<file path="src/rtl/serial_rx_ext.sv">
// serial_rx_ext - parametrised UART receiver with one-word output buffer.
//
// Receives asynchronous serial frames (start, DATA_BITS data LSB first,
// optional parity, STOP_BITS stop) from a raw pad, votes each bit over three
// synchronised samples and presents the word through a valid/ready buffer.
//
// Optional feature: define SERIAL_RX_PARITY_EN to expect and check a parity
// bit after the data bits (ODD_PARITY selects odd/even). Without the macro
// no parity bit is expected and o_perr is constant 0.
//
// Ports:
//   i_clk, i_rst      clock, asynchronous active-high reset
//   i_rx              serial line, idle high, asynchronous to i_clk
//   o_valid / i_ready buffered-word handshake
//   o_data            received word, right-justified
//   o_ferr / o_perr   framing / parity error of the buffered word
//   o_ovr             sticky: a word was dropped because the buffer was full
//   o_brk             one-cycle pulse when a break frame is seen
module serial_rx_ext #(
  parameter int CLK_FREQ   = 48_000_000,
  parameter int BAUD_RATE  = 115_200,
  parameter int DATA_BITS  = 8,
  parameter int STOP_BITS  = 1,
  parameter int ODD_PARITY = 0
) (
  input  logic                 i_clk,
  input  logic                 i_rst,
  input  logic                 i_rx,
  output logic                 o_valid,
  input  logic                 i_ready,
  output logic [DATA_BITS-1:0] o_data,
  output logic                 o_ferr,
  output logic                 o_perr,
  output logic                 o_ovr,
  output logic                 o_brk
);

  localparam int              BAUD_CLKS = CLK_FREQ / BAUD_RATE;
  localparam int              TW        = $clog2(BAUD_CLKS);
  localparam logic [TW-1:0]   HALF      = TW'(BAUD_CLKS >> 1);
  localparam logic [TW-1:0]   FULL      = TW'(BAUD_CLKS - 1);
  localparam logic [3:0]      LAST_DATA = 4'(DATA_BITS - 1);
  localparam logic [3:0]      LAST_STOP = 4'(STOP_BITS - 1);
  localparam bit              ODD       = (ODD_PARITY != 0);

  typedef enum logic [2:0] {IDLE, START, DATA, PARITY, STOP, WAIT_HIGH} state_t;

  state_t               state_q, state_d;
  logic [1:0]           sync_q;
  logic [2:0]           hist_q;
  logic [TW-1:0]        tmr_q, tmr_d;
  logic [3:0]           cnt_q, cnt_d;       // data bit index, reused for stop bits
  logic [DATA_BITS-1:0] sh_q, sh_d;
  logic                 ferr_q, ferr_d;
  logic                 zero_q, zero_d;     // every break-relevant sample so far was 0
  logic                 perr_q, perr_d;
  logic                 buf_perr;
  logic                 v, tick, done;

  // Majority of the last three synchronised samples rejects 1-cycle spikes.
  assign v    = (hist_q[0] & hist_q[1]) | (hist_q[0] & hist_q[2]) | (hist_q[1] & hist_q[2]);
  assign tick = (tmr_q == '0);

  always_comb begin
    state_d = state_q;
    tmr_d   = tick ? tmr_q : tmr_q - 1'b1;
    cnt_d   = cnt_q;
    sh_d    = sh_q;
    ferr_d  = ferr_q;
    zero_d  = zero_q;
    perr_d  = perr_q;
    done    = 1'b0;
    case (state_q)
      IDLE: begin
        // Raw synchronised level, so a start edge is seen immediately.
        if (!sync_q[1]) begin
          tmr_d   = HALF;
          state_d = START;
        end
      end
      START: begin
        if (tick) begin
          if (v) begin
            state_d = IDLE;
          end else begin
            tmr_d   = FULL;
            cnt_d   = '0;
            ferr_d  = 1'b0;
            perr_d  = 1'b0;
            zero_d  = 1'b1;
            state_d = DATA;
          end
        end
      end
      DATA: begin
        if (tick) begin
          sh_d   = {v, sh_q[DATA_BITS-1:1]};
          zero_d = zero_q & ~v;
          tmr_d  = FULL;
          cnt_d  = cnt_q + 4'd1;
          if (cnt_q == LAST_DATA) begin
            cnt_d = '0;
`ifdef SERIAL_RX_PARITY_EN
            state_d = PARITY;
`else
            state_d = STOP;
`endif
          end
        end
      end
`ifdef SERIAL_RX_PARITY_EN
      PARITY: begin
        if (tick) begin
          // XOR over data and parity bit must equal 1 for odd, 0 for even.
          perr_d  = ((^sh_q) ^ v) != ODD;
          zero_d  = zero_q & ~v;
          tmr_d   = FULL;
          state_d = STOP;
        end
      end
`endif
      STOP: begin
        if (tick) begin
          if (!v) ferr_d = 1'b1;
          // Only the first stop sample counts towards break detection.
          if (cnt_q == '0) zero_d = zero_q & ~v;
          tmr_d = FULL;
          cnt_d = cnt_q + 4'd1;
          if (cnt_q == LAST_STOP) begin
            done    = 1'b1;
            state_d = v ? IDLE : WAIT_HIGH;
          end
        end
      end
      WAIT_HIGH: begin
        if (v) state_d = IDLE;
      end
      default: state_d = IDLE;
    endcase
  end

  always_ff @(posedge i_clk or posedge i_rst) begin
    if (i_rst) begin
      sync_q  <= 2'b11;
      hist_q  <= 3'b111;
      state_q <= IDLE;
      tmr_q   <= '0;
      cnt_q   <= '0;
      sh_q    <= '0;
      ferr_q  <= 1'b0;
      zero_q  <= 1'b0;
      perr_q  <= 1'b0;
    end else begin
      sync_q  <= {sync_q[0], i_rx};
      hist_q  <= {hist_q[1:0], sync_q[1]};
      state_q <= state_d;
      tmr_q   <= tmr_d;
      cnt_q   <= cnt_d;
      sh_q    <= sh_d;
      ferr_q  <= ferr_d;
      zero_q  <= zero_d;
      perr_q  <= perr_d;
    end
  end

  // Output buffer. A load in the same cycle as an accept wins over the clear.
  always_ff @(posedge i_clk or posedge i_rst) begin
    if (i_rst) begin
      o_valid  <= 1'b0;
      o_data   <= '0;
      o_ferr   <= 1'b0;
      buf_perr <= 1'b0;
      o_ovr    <= 1'b0;
      o_brk    <= 1'b0;
    end else begin
      o_brk <= 1'b0;
      if (o_valid && i_ready) begin
        o_valid <= 1'b0;
        o_ovr   <= 1'b0;
      end
      if (done) begin
        if (zero_d) begin
          o_brk <= 1'b1;
        end else if (!o_valid || i_ready) begin
          o_valid  <= 1'b1;
          o_data   <= sh_q;
          o_ferr   <= ferr_d;
          buf_perr <= perr_q;
        end else begin
          o_ovr <= 1'b1;
        end
      end
    end
  end

`ifdef SERIAL_RX_PARITY_EN
  assign o_perr = buf_perr;
`else
  // Parity not compiled in: perr_q never sets and ODD_PARITY has no effect.
  assign o_perr = buf_perr & ODD & 1'b0;
`endif

endmodule

</file>
<file path="config.mk">
export PLATFORM = sky130hd
export DESIGN_NAME = serial_rx_ext
export DESIGN_NICKNAME = d
export VERILOG_FILES = /design/src/rtl/serial_rx_ext.sv
export SDC_FILE = /design/constraint.sdc
export NUM_CORES = 1
export LEC_CHECK = 0
export CORE_ASPECT_RATIO = 1.4
export CORE_UTILIZATION = 44
export CTS_CLUSTER_DIAMETER = 200
export CTS_CLUSTER_SIZE = 28
export DETAILED_ROUTE_END_ITERATION = 16
export PLACE_DENSITY_LB_ADDON = 0.15
export REMOVE_ABC_BUFFERS = 1
export SLEW_MARGIN = 20
export SYNTH_ARGS = -nofsm -noshare
export SYNTH_HDL_FRONTEND = slang
export SYNTH_SLANG_ARGS = --single-unit
</file>
<file path="constraint.sdc">
create_clock -name i_clk -period 2.94 [get_ports i_clk]
set_clock_uncertainty 0.15 [all_clocks]
set_input_delay 0.441 -clock i_clk [delete_from_list [all_inputs] [get_ports i_clk]]
set_output_delay 0.441 -clock i_clk [all_outputs]
set_load 0.05 [all_outputs]
</file>
==> After elaboration in Yosys (flattened, before gate mapping) <==
Cells that the tools add are included.
{ "totals": {"register_bits": 43, "out_inout_bits": 13} }
{ "classes": {"n_bitwise": 8, "reduce_logical": 12, "eq_ne": 13, "mux": 46, "add_sub_neg": 2} }
{ "op_table": {"columns": ["operator", "n"], "rows": [
  ["2-to-1 mux 9 bit", 5],
  ["case mux 9 bit (3 select lines)", 1],
  ["2-to-1 mux 3 bit", 8],
  ["2-to-1 mux 1 bit", 22],
  ["2-to-1 mux 4 bit", 5],
  ["inequality test 2 bit, second input constant", 8],
  ["case mux 3 bit (5 select lines)", 1],
  ["case mux 4 bit (3 select lines)", 1],
  ["logical NOT 9 bit", 1],
  ["subtractor 9 x 1 -> 9 bit, second input constant", 1],
  ["AND reduction 7 bit", 1],
  ["equality test 3 bit, second input constant", 2],
  ["AND reduction 5 bit", 1],
  ["adder 4 x 1 -> 4 bit, second input constant", 1],
  ["AND 1 bit", 4],
  ["equality test 4 x 3 -> 1 bit, second input constant", 1],
  ["logical NOT 4 bit", 1],
  ["equality test 3 x 1 -> 1 bit, second input constant", 1],
  ["equality test 3 x 2 -> 1 bit, second input constant", 1],
  ["logical NOT 3 bit", 1],
  ["case mux 1 bit (3 select lines)", 1],
  ["AND reduction 3 bit", 1],
  ["nonzero test 3 bit", 1],
  ["2-to-1 mux 2 bit", 1],
  ["other kinds (8)", 10]
]} }

==> Depth between registers and ports, before layout <==
Gate-level depths: netlist (run 1).
{ "logic_depth": {"ltp_word": 10, "ltp_mapped": 12, "ltp_nobuf": 10} }

==> Worst setup path after synthesis (run 1) <==
No wires, ideal clock.
{ "synth_timing": {"path_kind": "reg-to-reg", "startpoint": "register tmr_q[0]", "endpoint": "register tmr_q[0]", "arrival_time_ps": 2354, "path_slack_ps": 298, "n_path_buf": 2, "setup_time_ps": 138, "synth_period_minus_slack_ps": 2642, "stages_incl_launch_ff": 12, "t_required_ps": 2652, "path_cell_list": "dfrtp_1 inv_1 ha_1 or4b_1 buf_4 nor2_8 inv_1 buf_2 ha_1 nor4b_1 a211o_1 o211ai_1"} }
{ "synth_between": {"elab_chain_len": 5} }
{ "synth_rtl": {"columns": ["item", "line", "text"], "rows": [
  ["start, declared", "51", "logic [TW-1:0] tmr_q, tmr_d;"],
  ["start signal, assigned", "157", "tmr_q <= tmr_d;"],
  ["subtractor 9 x 1 -> 9 bit / logical NOT 9 bit (equally long branches)", "66, 62", null],
  ["2-to-1 mux 9 bit", "66", "tmr_d = tick ? tmr_q : tmr_q - 1'b1;"],
  ["2-to-1 mux 9 bit", "83", "if (v) begin"],
  ["2-to-1 mux 9 bit", "82", "if (tick) begin"],
  ["case mux 9 bit (3 select lines) (*)", "73", "case (state_q)"],
  ["named net tmr_d[0]", "51", null]
]} }
The timed path passes the listed nets; every way through them passes the cells marked *.
A chain may end at the register's enable or synchronous reset.

==> Final worst setup path (run 1) <==
{ "layout_timing": {"startpoint": "register tmr_q[0]", "endpoint": "register o_data[2]"} }
{ "layout_between": {"elab_chain_len": 5} }
{ "layout_rtl": {"columns": ["item", "line", "text"], "rows": [
  ["logical NOT 9 bit (*)", "62", "assign tick = (tmr_q == '0);"],
  ["2-to-1 mux 1 bit, on equally long branches", "123, 82, 96", null],
  ["case mux 1 bit (3 select lines)", "73", null],
  ["inverter 1 bit (no source line)", null, null],
  ["AND reduction 3 bit (no source line) (*)", null, null],
  ["end signal, assigned", "186", "o_data <= sh_q;"],
  ["end, declared", "31", "output logic [DATA_BITS-1:0] o_data,"]
]} }
Every way passes the cells marked *; elsewhere a longest branch is shown, timed or not.

==> results of run 1 <==
==> sequential cells by signal (all words and copies together) (netlist names) <==
signal and flops:
sync_q 2, ferr_q 1, state_q 3, cnt_q 4, zero_q 1, sh_q 8, o_ovr 1, tmr_q 9
o_ferr 1, o_data 8, o_valid 1, o_brk 1, hist_q 3
==> per-layer routing <==
layer  up-vias  global-route usage  part of all wire
met2        34              0.3427              0.55
met1       804              0.2134              0.41
met4         0             0.04863             0.010
met5         -                   0                 0
li1        759                   -                 -
met3         5             0.03684             0.026
==> layout by cell type, fill, tap and decap left out, types with 3 or more instances in the layout <==
cell / count
sky130_fd_sc_hd__clkdlybuf4s50_1: 15
sky130_fd_sc_hd__dfstp_2: 5
sky130_fd_sc_hd__nand2_1: 8
sky130_fd_sc_hd__o31ai_1: 4
sky130_fd_sc_hd__nor2_1: 8
sky130_fd_sc_hd__inv_1: 10
sky130_fd_sc_hd__dfrtp_1: 38
sky130_fd_sc_hd__buf_4: 7
sky130_fd_sc_hd__a21oi_1: 6
sky130_fd_sc_hd__ha_1: 5
sky130_fd_sc_hd__o211ai_1: 3
sky130_fd_sc_hd__o21ai_0: 14
sky130_fd_sc_hd__nand2b_1: 5
sky130_fd_sc_hd__xnor2_1: 5
sky130_fd_sc_hd__nand3_1: 9
sky130_fd_sc_hd__clkbuf_8: 5
sky130_fd_sc_hd__or3b_2: 3
sky130_fd_sc_hd__mux2_2: 11
sky130_fd_sc_hd__nor4_1: 3
sky130_fd_sc_hd__nor3_1: 3
sky130_fd_sc_hd__mux2_4: 8
sky130_fd_sc_hd__or3_1: 3
sky130_fd_sc_hd__nor4b_1: 3
==> cells by family (layout without fill, tap and decap cells) <==
logic type	count (synthesis)	after routing	synth area share
buffers and inverters	23	40	0.05022
AOI/OAI and AO/OA	43	43	0.1278
DFF	43	43	0.4827
xor gates and xnor gates	7	7	0.02734
adders and majority gates	7	7	0.03683
muxes	19	19	0.1088
other	1	1	0.001673
and+or+nand+nor	59	59	0.1646
==> power by group through the flow <==
| stage | logic, mW | registers, mW | clock network (mW) |
|---|---|---|---|
| 2_1_floorplan | 0.0213 | 0.616 | 0 |
| 3_3_place_gp | 0.0399 | 0.613 | 0 |
| 3_5_place_dp | 0.0407 | 0.613 | 0 |
| 4_1_cts | 0.0409 | 0.602 | 0.559 |
| 5_1_grt | 0.0444 | 0.602 | 0.578 |
| 6_report | 0.0395 | 0.602 | 0.540 |
==> stage by stage <==
stage | hold WS (ns) | worst slack (ns) | cell area, sq um | std cells
3_5_place_dp | 0.1997 | 0.2314 | 2450 | 275
5_1_grt | 0.2159 | 0.04647 | 2582 | 283
4_1_cts | 0.2115 | 0.2073 | 2582 | 283
3_3_place_gp | 0.1978 | 0.3024 | 2450 | 275
6_report | 0.2086 | 0.1873 | 2582 | 283
2_1_floorplan | 0.1952 | 0.2665 | 2167 | 189
==> area by class of cell <==
type	count	area (sq um)
Sequential cell	43	1082
Fill cell	430	2297
Multi-Input combinational cell	136	1047
Inverter	10	37.54
Timing Repair Buffer	22	202.7
Tap cell	64	80.08
Clock buffer	6	72.57
Clock inverter	2	60.06
==> worst max-delay path, cell delays in order, from the launching register on <==
cell                      delay, ns
sky130_fd_sc_hd__dfrtp_1       0.42
sky130_fd_sc_hd__inv_1         0.10
sky130_fd_sc_hd__ha_1          0.19
sky130_fd_sc_hd__or4b_1        0.64
sky130_fd_sc_hd__nor2_8        0.15
sky130_fd_sc_hd__buf_4         0.16
sky130_fd_sc_hd__and4_1        0.44
sky130_fd_sc_hd__mux2_2        0.39
==> worst paths after layout <==
kind / to / slack [ns] / cells past startpoint
worst max-delay path: o_data[2] / 0.19 / 7
worst min-delay path: sync_q[1] / 0.21 / 0
worst max register to register: o_data[2] / 0.19 / 7
worst min register to register: sync_q[1] / 0.21 / 0
max in group asynchronous: sync_q[0] / 1.84 / 3
min in group asynchronous: sh_q[0] / 0.43 / 3
==> impl_metrics.prom, run 1 <==
# TYPE chip_impl_metric gauge
chip_impl_metric{name="path_clk_slew",unit="ns"} 0.08
chip_impl_metric{name="avgSynthCellArea",unit="sq um"} 11.10
chip_impl_metric{name="die_area",unit="sq um"} 5389
chip_impl_metric{name="core-area",unit="sq um"} 4880
chip_impl_metric{name="holdBufCountCts",unit=""} 0
chip_impl_metric{name="ys_seq_elements",unit=""} 43
chip_impl_metric{name="drt_wl_total",unit="mm"} 4.503
chip_impl_metric{name="static_leakage_power",unit="nW"} 1.156
chip_impl_metric{name="layout-area-overhead-vs-synth",unit="%"} 15.18
chip_impl_metric{name="timing.fmax",unit="GHz"} 0.3633
chip_impl_info{name="status",value="finished, final reports clean"} 1
chip_impl_info{name="netlist_top_cells_count",value="sky130_fd_sc_hd__dfrtp_1, sky130_fd_sc_hd__o21ai_0, sky130_fd_sc_hd__mux2_2"} 1
chip_impl_metric{name="finalCriticalPeriod",unit="ns"} 2.753
chip_impl_metric{name="die_height",unit="microns"} 86.47
chip_impl_metric{name="netSwitchingPower",unit="mW"} 0.2298
chip_impl_metric{name="synth_seq_area_share",unit=""} 0.4827
chip_impl_info{name="unrepaired_setup_endpoints_after_global_routing",value="false"} 1
chip_impl_metric{name="number_of_setup_buffers_added_after_cts",unit=""} 0
chip_impl_metric{name="final-max-slew-violation-count",unit=""} 0
chip_impl_metric{name="remaining_drc_errors",unit=""} 0
chip_impl_metric{name="synth.yosys.warnings",unit=""} 0
chip_impl_metric{name="p_int",unit="mW"} 0.9509
chip_impl_metric{name="final_hold_viol_count",unit=""} 0
chip_impl_metric{name="post_synth_design_cell_area",unit="sq um"} 2242
chip_impl_metric{name="synth_cell_type_count",unit=""} 50
chip_impl_metric{name="number_of_flops_mapped_to_enable_cells_by_yosys",unit=""} 0
chip_impl_info{name="ctsRootBufferMaster",value="sky130_fd_sc_hd__clkbuf_8"} 1
chip_impl_info{name="synth.largest_area_cell",value="sky130_fd_sc_hd__dfrtp_1"} 1
chip_impl_metric{name="cts_made_buffers",unit=""} 5
chip_impl_metric{name="diodes_inserted",unit=""} 0
chip_impl_metric{name="pwr-share-seq",unit=""} 0.509
chip_impl_metric{name="clock_power_share",unit=""} 0.457
chip_impl_metric{name="first_pass_grt_wire_length",unit="mm"} 7.714
chip_impl_metric{name="fp-row-count",unit=""} 30
chip_impl_metric{name="critical_path_arrival",unit="ns"} 2.78
chip_impl_metric{name="vias_per_cell",unit=""} 5.661
chip_impl_metric{name="drt_pre_antenna_iters",unit=""} 5
chip_impl_info{name="synthMostInstantiatedCell",value="sky130_fd_sc_hd__dfrtp_1"} 1
chip_impl_info{name="worst_r2r_startpoint",value="tmr_q[0]"} 1
chip_impl_info{name="synthTopCellsByArea",value="sky130_fd_sc_hd__dfrtp_1, sky130_fd_sc_hd__dfstp_2, sky130_fd_sc_hd__mux2_2"} 1
chip_impl_metric{name="crit_path_max_fanout",unit=""} 9
chip_impl_metric{name="cts.htree.levels",unit=""} 2
chip_impl_metric{name="reported_max_cap_violation_count",unit=""} 0
chip_impl_metric{name="critPathRequiredTime",unit="ns"} 2.97
chip_impl_metric{name="fin_tns_setup",unit="ns"} 0
chip_impl_metric{name="tightestPinTransition",unit="ns"} 0.6290
chip_impl_metric{name="nNetsFinal",unit=""} 227
chip_impl_metric{name="dpl.hpwl",unit="mm"} 3.187
chip_impl_info{name="hp-start",value="sync_q[0]"} 1
chip_impl_metric{name="first_global_vias",unit=""} 1586
chip_impl_metric{name="fin_util",unit=""} 0.5292
chip_impl_metric{name="switching_share",unit=""} 0.1946
chip_impl_metric{name="p_per_cell_area",unit="nW/um^2"} 457.2
chip_impl_metric{name="cts.sinks",unit=""} 43
chip_impl_info{name="worstSetupPathType",value="flop to flop"} 1
chip_impl_metric{name="clock_path_buffers",unit=""} 2
chip_impl_metric{name="gp_routability_congestion",unit=""} 0.8242
chip_impl_info{name="timing.critical_path.to_type",value="flop"} 1
chip_impl_metric{name="insertion_delay",unit="ns"} 0.29
chip_impl_metric{name="initial_utilization",unit=""} 0.4595
chip_impl_metric{name="max-slew-margin-rel",unit=""} 0.5768
chip_impl_metric{name="grt_start_max_net_pins",unit=""} 44
chip_impl_metric{name="avgRoutedWirePerCell",unit="microns"} 15.91
chip_impl_info{name="critical_path.startpoint_type",value="flop"} 1
chip_impl_metric{name="dr_total_vias",unit=""} 1602
chip_impl_metric{name="power.combinational.fraction",unit=""} 0.033
chip_impl_metric{name="ys_async_sr_fraction",unit=""} 1.000
chip_impl_info{name="launching_element_of_the_worst_setup_path",value="tmr_q[0]"} 1
chip_impl_metric{name="yosysTopAreaCellShare",unit=""} 0.4241
chip_impl_metric{name="total_power",unit="mW"} 1.181
chip_impl_info{name="synthFlopType",value="sky130_fd_sc_hd__dfrtp_1"} 1
chip_impl_info{name="cts_tree",value="built"} 1
chip_impl_metric{name="netlist_instances",unit=""} 202
chip_impl_metric{name="layout-drive-gt1-share",unit=""} 0.2100
chip_impl_metric{name="setup_viol_count_final",unit=""} 0
chip_impl_metric{name="grt_remaining_overflow",unit=""} 0
chip_impl_metric{name="finalCritPeriodShare",unit=""} 0.9363
chip_impl_metric{name="worst_ir_drop_vdd",unit="mV"} 0.2023
chip_impl_metric{name="placement.io_buffers",unit=""} 15
chip_impl_metric{name="grt.total_usage",unit=""} 0.1836
chip_impl_metric{name="num_io_pins",unit=""} 17
chip_impl_info{name="min_delay_path_class",value="flop to flop"} 1
chip_impl_metric{name="die-width",unit="microns"} 62.33
chip_impl_metric{name="drt.antenna.violating_nets",unit=""} 0
chip_impl_metric{name="initialDrtViolationCount",unit=""} 90
chip_impl_metric{name="post_cts_resize_count",unit=""} 0
chip_impl_metric{name="number_of_antenna_violations_at_the_first_check_in_global_routing",unit=""} 0
Note: power is estimated with default switching activity, not from simulation.
==> run 2, diff against run 1 <==
--- a/config.mk
+++ b/config.mk
@@ -6,13 +6,14 @@
 export NUM_CORES = 1
 export LEC_CHECK = 0
 export CORE_ASPECT_RATIO = 1.4
+export CORE_MARGIN = 10
 export CORE_UTILIZATION = 44
 export CTS_CLUSTER_DIAMETER = 200
 export CTS_CLUSTER_SIZE = 28
 export DETAILED_ROUTE_END_ITERATION = 16
+export GPL_TIMING_DRIVEN = 0
 export PLACE_DENSITY_LB_ADDON = 0.15
 export REMOVE_ABC_BUFFERS = 1
-export SLEW_MARGIN = 20
 export SYNTH_ARGS = -nofsm -noshare
 export SYNTH_HDL_FRONTEND = slang
 export SYNTH_SLANG_ARGS = --single-unit
==> run 2 against run 1 <==
  * First-iteration DRC count is 51% lower
  * Setup slack better by 0.018 ns
  * Via count is 0.81% lower
  * Routed wire length is 1.8% lower
  * Die area is 56% higher
  * Register-to-register slack better by 0.02 ns
  * Sequential cell count stayed put
  * Critical endpoint is now tmr_q[0]
==> impl_metrics.prom, run 2 (synthesis gave the netlist of run 1 again) <==
# TYPE chip_impl_metric gauge
chip_impl_info{name="status",value="finished, final reports clean"} 1
chip_impl_metric{name="layout-drive-gt1-share",unit=""} 0.2212
chip_impl_metric{name="placement.io_buffers",unit=""} 15
chip_impl_metric{name="grt_start_max_net_pins",unit=""} 44
chip_impl_metric{name="crit_path_max_fanout",unit=""} 9
chip_impl_info{name="min_delay_path_class",value="flop to flop"} 1
chip_impl_metric{name="vias_per_cell",unit=""} 5.655
chip_impl_metric{name="initialDrtViolationCount",unit=""} 44
chip_impl_metric{name="fin_util",unit=""} 0.5290
chip_impl_metric{name="dr_total_vias",unit=""} 1589
chip_impl_info{name="critical_path.startpoint_type",value="flop"} 1
chip_impl_metric{name="path_clk_slew",unit="ns"} 0.08
chip_impl_metric{name="static_leakage_power",unit="nW"} 1.145
chip_impl_metric{name="layout.cell_area.non_filler",unit="sq um"} 2581
chip_impl_metric{name="timing.fmax",unit="GHz"} 0.3657
chip_impl_info{name="cts_tree",value="built"} 1
chip_impl_info{name="timing.critical_path.to_type",value="flop"} 1
chip_impl_metric{name="drt_wl_total",unit="mm"} 4.424
chip_impl_metric{name="critical_path_arrival",unit="ns"} 2.73
chip_impl_metric{name="layout-area-overhead-vs-synth",unit="%"} 15.12
chip_impl_metric{name="timing.reg2reg.setup_slack",unit="ns"} 0.21
chip_impl_metric{name="first_global_vias",unit=""} 1610
chip_impl_metric{name="placed_cell_area",unit="sq um"} 2397
chip_impl_metric{name="die_height",unit="microns"} 104.5
chip_impl_metric{name="fp-row-count",unit=""} 30
chip_impl_info{name="ctsRootBufferMaster",value="sky130_fd_sc_hd__clkbuf_8"} 1
chip_impl_info{name="worstSetupPathType",value="flop to flop"} 1
chip_impl_metric{name="die-width",unit="microns"} 80.33
chip_impl_metric{name="placement.setup.worst_slack",unit="ns"} -0.09522
chip_impl_metric{name="final_critical_path_setup_slack",unit="ns"} 0.2055
chip_impl_metric{name="dpl.hpwl",unit="mm"} 3.135
chip_impl_metric{name="core-area",unit="sq um"} 4880
chip_impl_metric{name="insertion_delay",unit="ns"} 0.29
chip_impl_metric{name="setup_viol_count_final",unit=""} 0
chip_impl_metric{name="num_io_pins",unit=""} 17
chip_impl_metric{name="finalCriticalPeriod",unit="ns"} 2.735
chip_impl_metric{name="critPathRequiredTime",unit="ns"} 2.94
chip_impl_metric{name="nNetsFinal",unit=""} 225
chip_impl_metric{name="clock_path_buffers",unit=""} 2
chip_impl_metric{name="worst_ir_drop_vdd",unit="mV"} 0.2060
chip_impl_info{name="regMostFlops",value="tmr_q"} 1
chip_impl_metric{name="finalCritPeriodShare",unit=""} 0.9301
chip_impl_metric{name="drt.antenna.violating_nets",unit=""} 0
chip_impl_metric{name="cts_made_buffers",unit=""} 5
chip_impl_metric{name="diodes_inserted",unit=""} 0
chip_impl_metric{name="number_of_antenna_violations_at_the_first_check_in_global_routing",unit=""} 0
chip_impl_metric{name="die_area",unit="sq um"} 8392
chip_impl_metric{name="first_pass_grt_wire_length",unit="mm"} 7.534
chip_impl_metric{name="final_hold_viol_count",unit=""} 0
chip_impl_metric{name="gp_routability_congestion",unit=""} 0.8039
chip_impl_metric{name="reported_max_cap_violation_count",unit=""} 0
chip_impl_metric{name="drt_pre_antenna_iters",unit=""} 4
chip_impl_metric{name="grt.total_usage",unit=""} 0.1105
chip_impl_metric{name="grt_remaining_overflow",unit=""} 0
chip_impl_metric{name="final-max-slew-violation-count",unit=""} 0
chip_impl_metric{name="initial_utilization",unit=""} 0.4595
chip_impl_metric{name="avgRoutedWirePerCell",unit="microns"} 15.74
chip_impl_metric{name="cts.htree.levels",unit=""} 2
chip_impl_metric{name="remaining_drc_errors",unit=""} 0
chip_impl_metric{name="flip_flop_count_of_the_largest_register_all_copies_and_words_added",unit=""} 9
chip_impl_metric{name="holdBufCountCts",unit=""} 0
chip_impl_info{name="leading_cell_types_in_the_layout_fill_and_taps_excluded",value="sky130_fd_sc_hd__dfrtp_1, sky130_fd_sc_hd__clkdlybuf4s50_1, sky130_fd_sc_hd__o21ai_0"} 1
chip_impl_metric{name="max-slew-margin-rel",unit=""} 0.4189
chip_impl_metric{name="p_per_cell_area",unit="nW/um^2"} 455.0
chip_impl_metric{name="cts.sinks",unit=""} 43
chip_impl_metric{name="tightestPinTransition",unit="ns"} 0.8704
chip_impl_info{name="layout_top_registers",value="tmr_q x9, o_data x8, sh_q x8"} 1
chip_impl_info{name="layout.cells.most_common",value="sky130_fd_sc_hd__dfrtp_1"} 1
==> run 2: changes by cell type in the layout (fill, tap and decap cells not counted), sizes merged <==
cell | previous run | this run
buf | 7 | 5
clkinvlp | 0 | 1
inv | 10 | 9
==> run 2: path summary, 6_finish.rpt <==
check	from	endpoint	cells after the start
max in group asynchronous	i_rst	zero_q	2
min in group asynchronous	i_rst	sh_q[1]	2
min	sync_q[0]	sync_q[1]	0
min reg2reg	sync_q[0]	sync_q[1]	0
max	tmr_q[0]	tmr_q[0]	10
max reg2reg	tmr_q[0]	tmr_q[0]	10
==> run 2: critical path: stages, from the launching register on <==
cell and delay, ns:
sky130_fd_sc_hd__dfrtp_1 0.43, sky130_fd_sc_hd__inv_1 0.10, sky130_fd_sc_hd__ha_1 0.19, sky130_fd_sc_hd__or4b_4 0.53
sky130_fd_sc_hd__nor2_8 0.19, sky130_fd_sc_hd__clkinvlp_4 0.17, sky130_fd_sc_hd__ha_1 0.35, sky130_fd_sc_hd__nand3b_1 0.14
sky130_fd_sc_hd__o21ai_0 0.10, sky130_fd_sc_hd__a22oi_1 0.15, sky130_fd_sc_hd__o211ai_1 0.10
==> run 2: power breakdown <==
| group | total [mW] | internal, mW | switching [mW] |
|---|---|---|---|
| clock | 0.536 | 0.339 | 0.197 |
| combinational | 0.0370 | 0.0111 | 0.0259 |
| sequential | 0.602 | 0.598 | 0.00323 |
| total | 1.17 | 0.949 | 0.226 |
==> run 2: what timing repair did <==
item	4_1_cts	5_1_grt
resized for setup	1	2
buffers inserted	0	5
setup endpoints to repair	1	1
==> run 2: metal layers <==
layer,GRT usage,part of all wire,routed length [microns]
met1,0.1164,0.39,1722
met5,0,0,0
met3,0.02249,0.038,166
met2,0.1987,0.55,2431
met4,0.05051,0.023,103
==> run 2: per-stage QoR <==
step / setup TNS [ns] / std cells / hold slack [ns] / power, mW
after global routing: -0.006366 / 281 / 0.2193 / 1.218
after floorplan: 0 / 189 / 0.1952 / 0.6372
after global placement: -0.06223 / 268 / 0.1965 / 0.6492
after CTS: 0 / 276 / 0.2149 / 1.197
final: 0 / 281 / 0.2117 / 1.174
after detailed placement: -0.09522 / 268 / 0.2026 / 0.6512
==> run 2: final cells by class <==
type,count,area (sq um)
clock inverter,2,60.06
fill,435,2298
tap,64,80.08
clock buffer,6,72.57
inverter,10,41.29
sequential,43,1082
multi-input combinational,136,1057
timing repair buffer,20,187.7
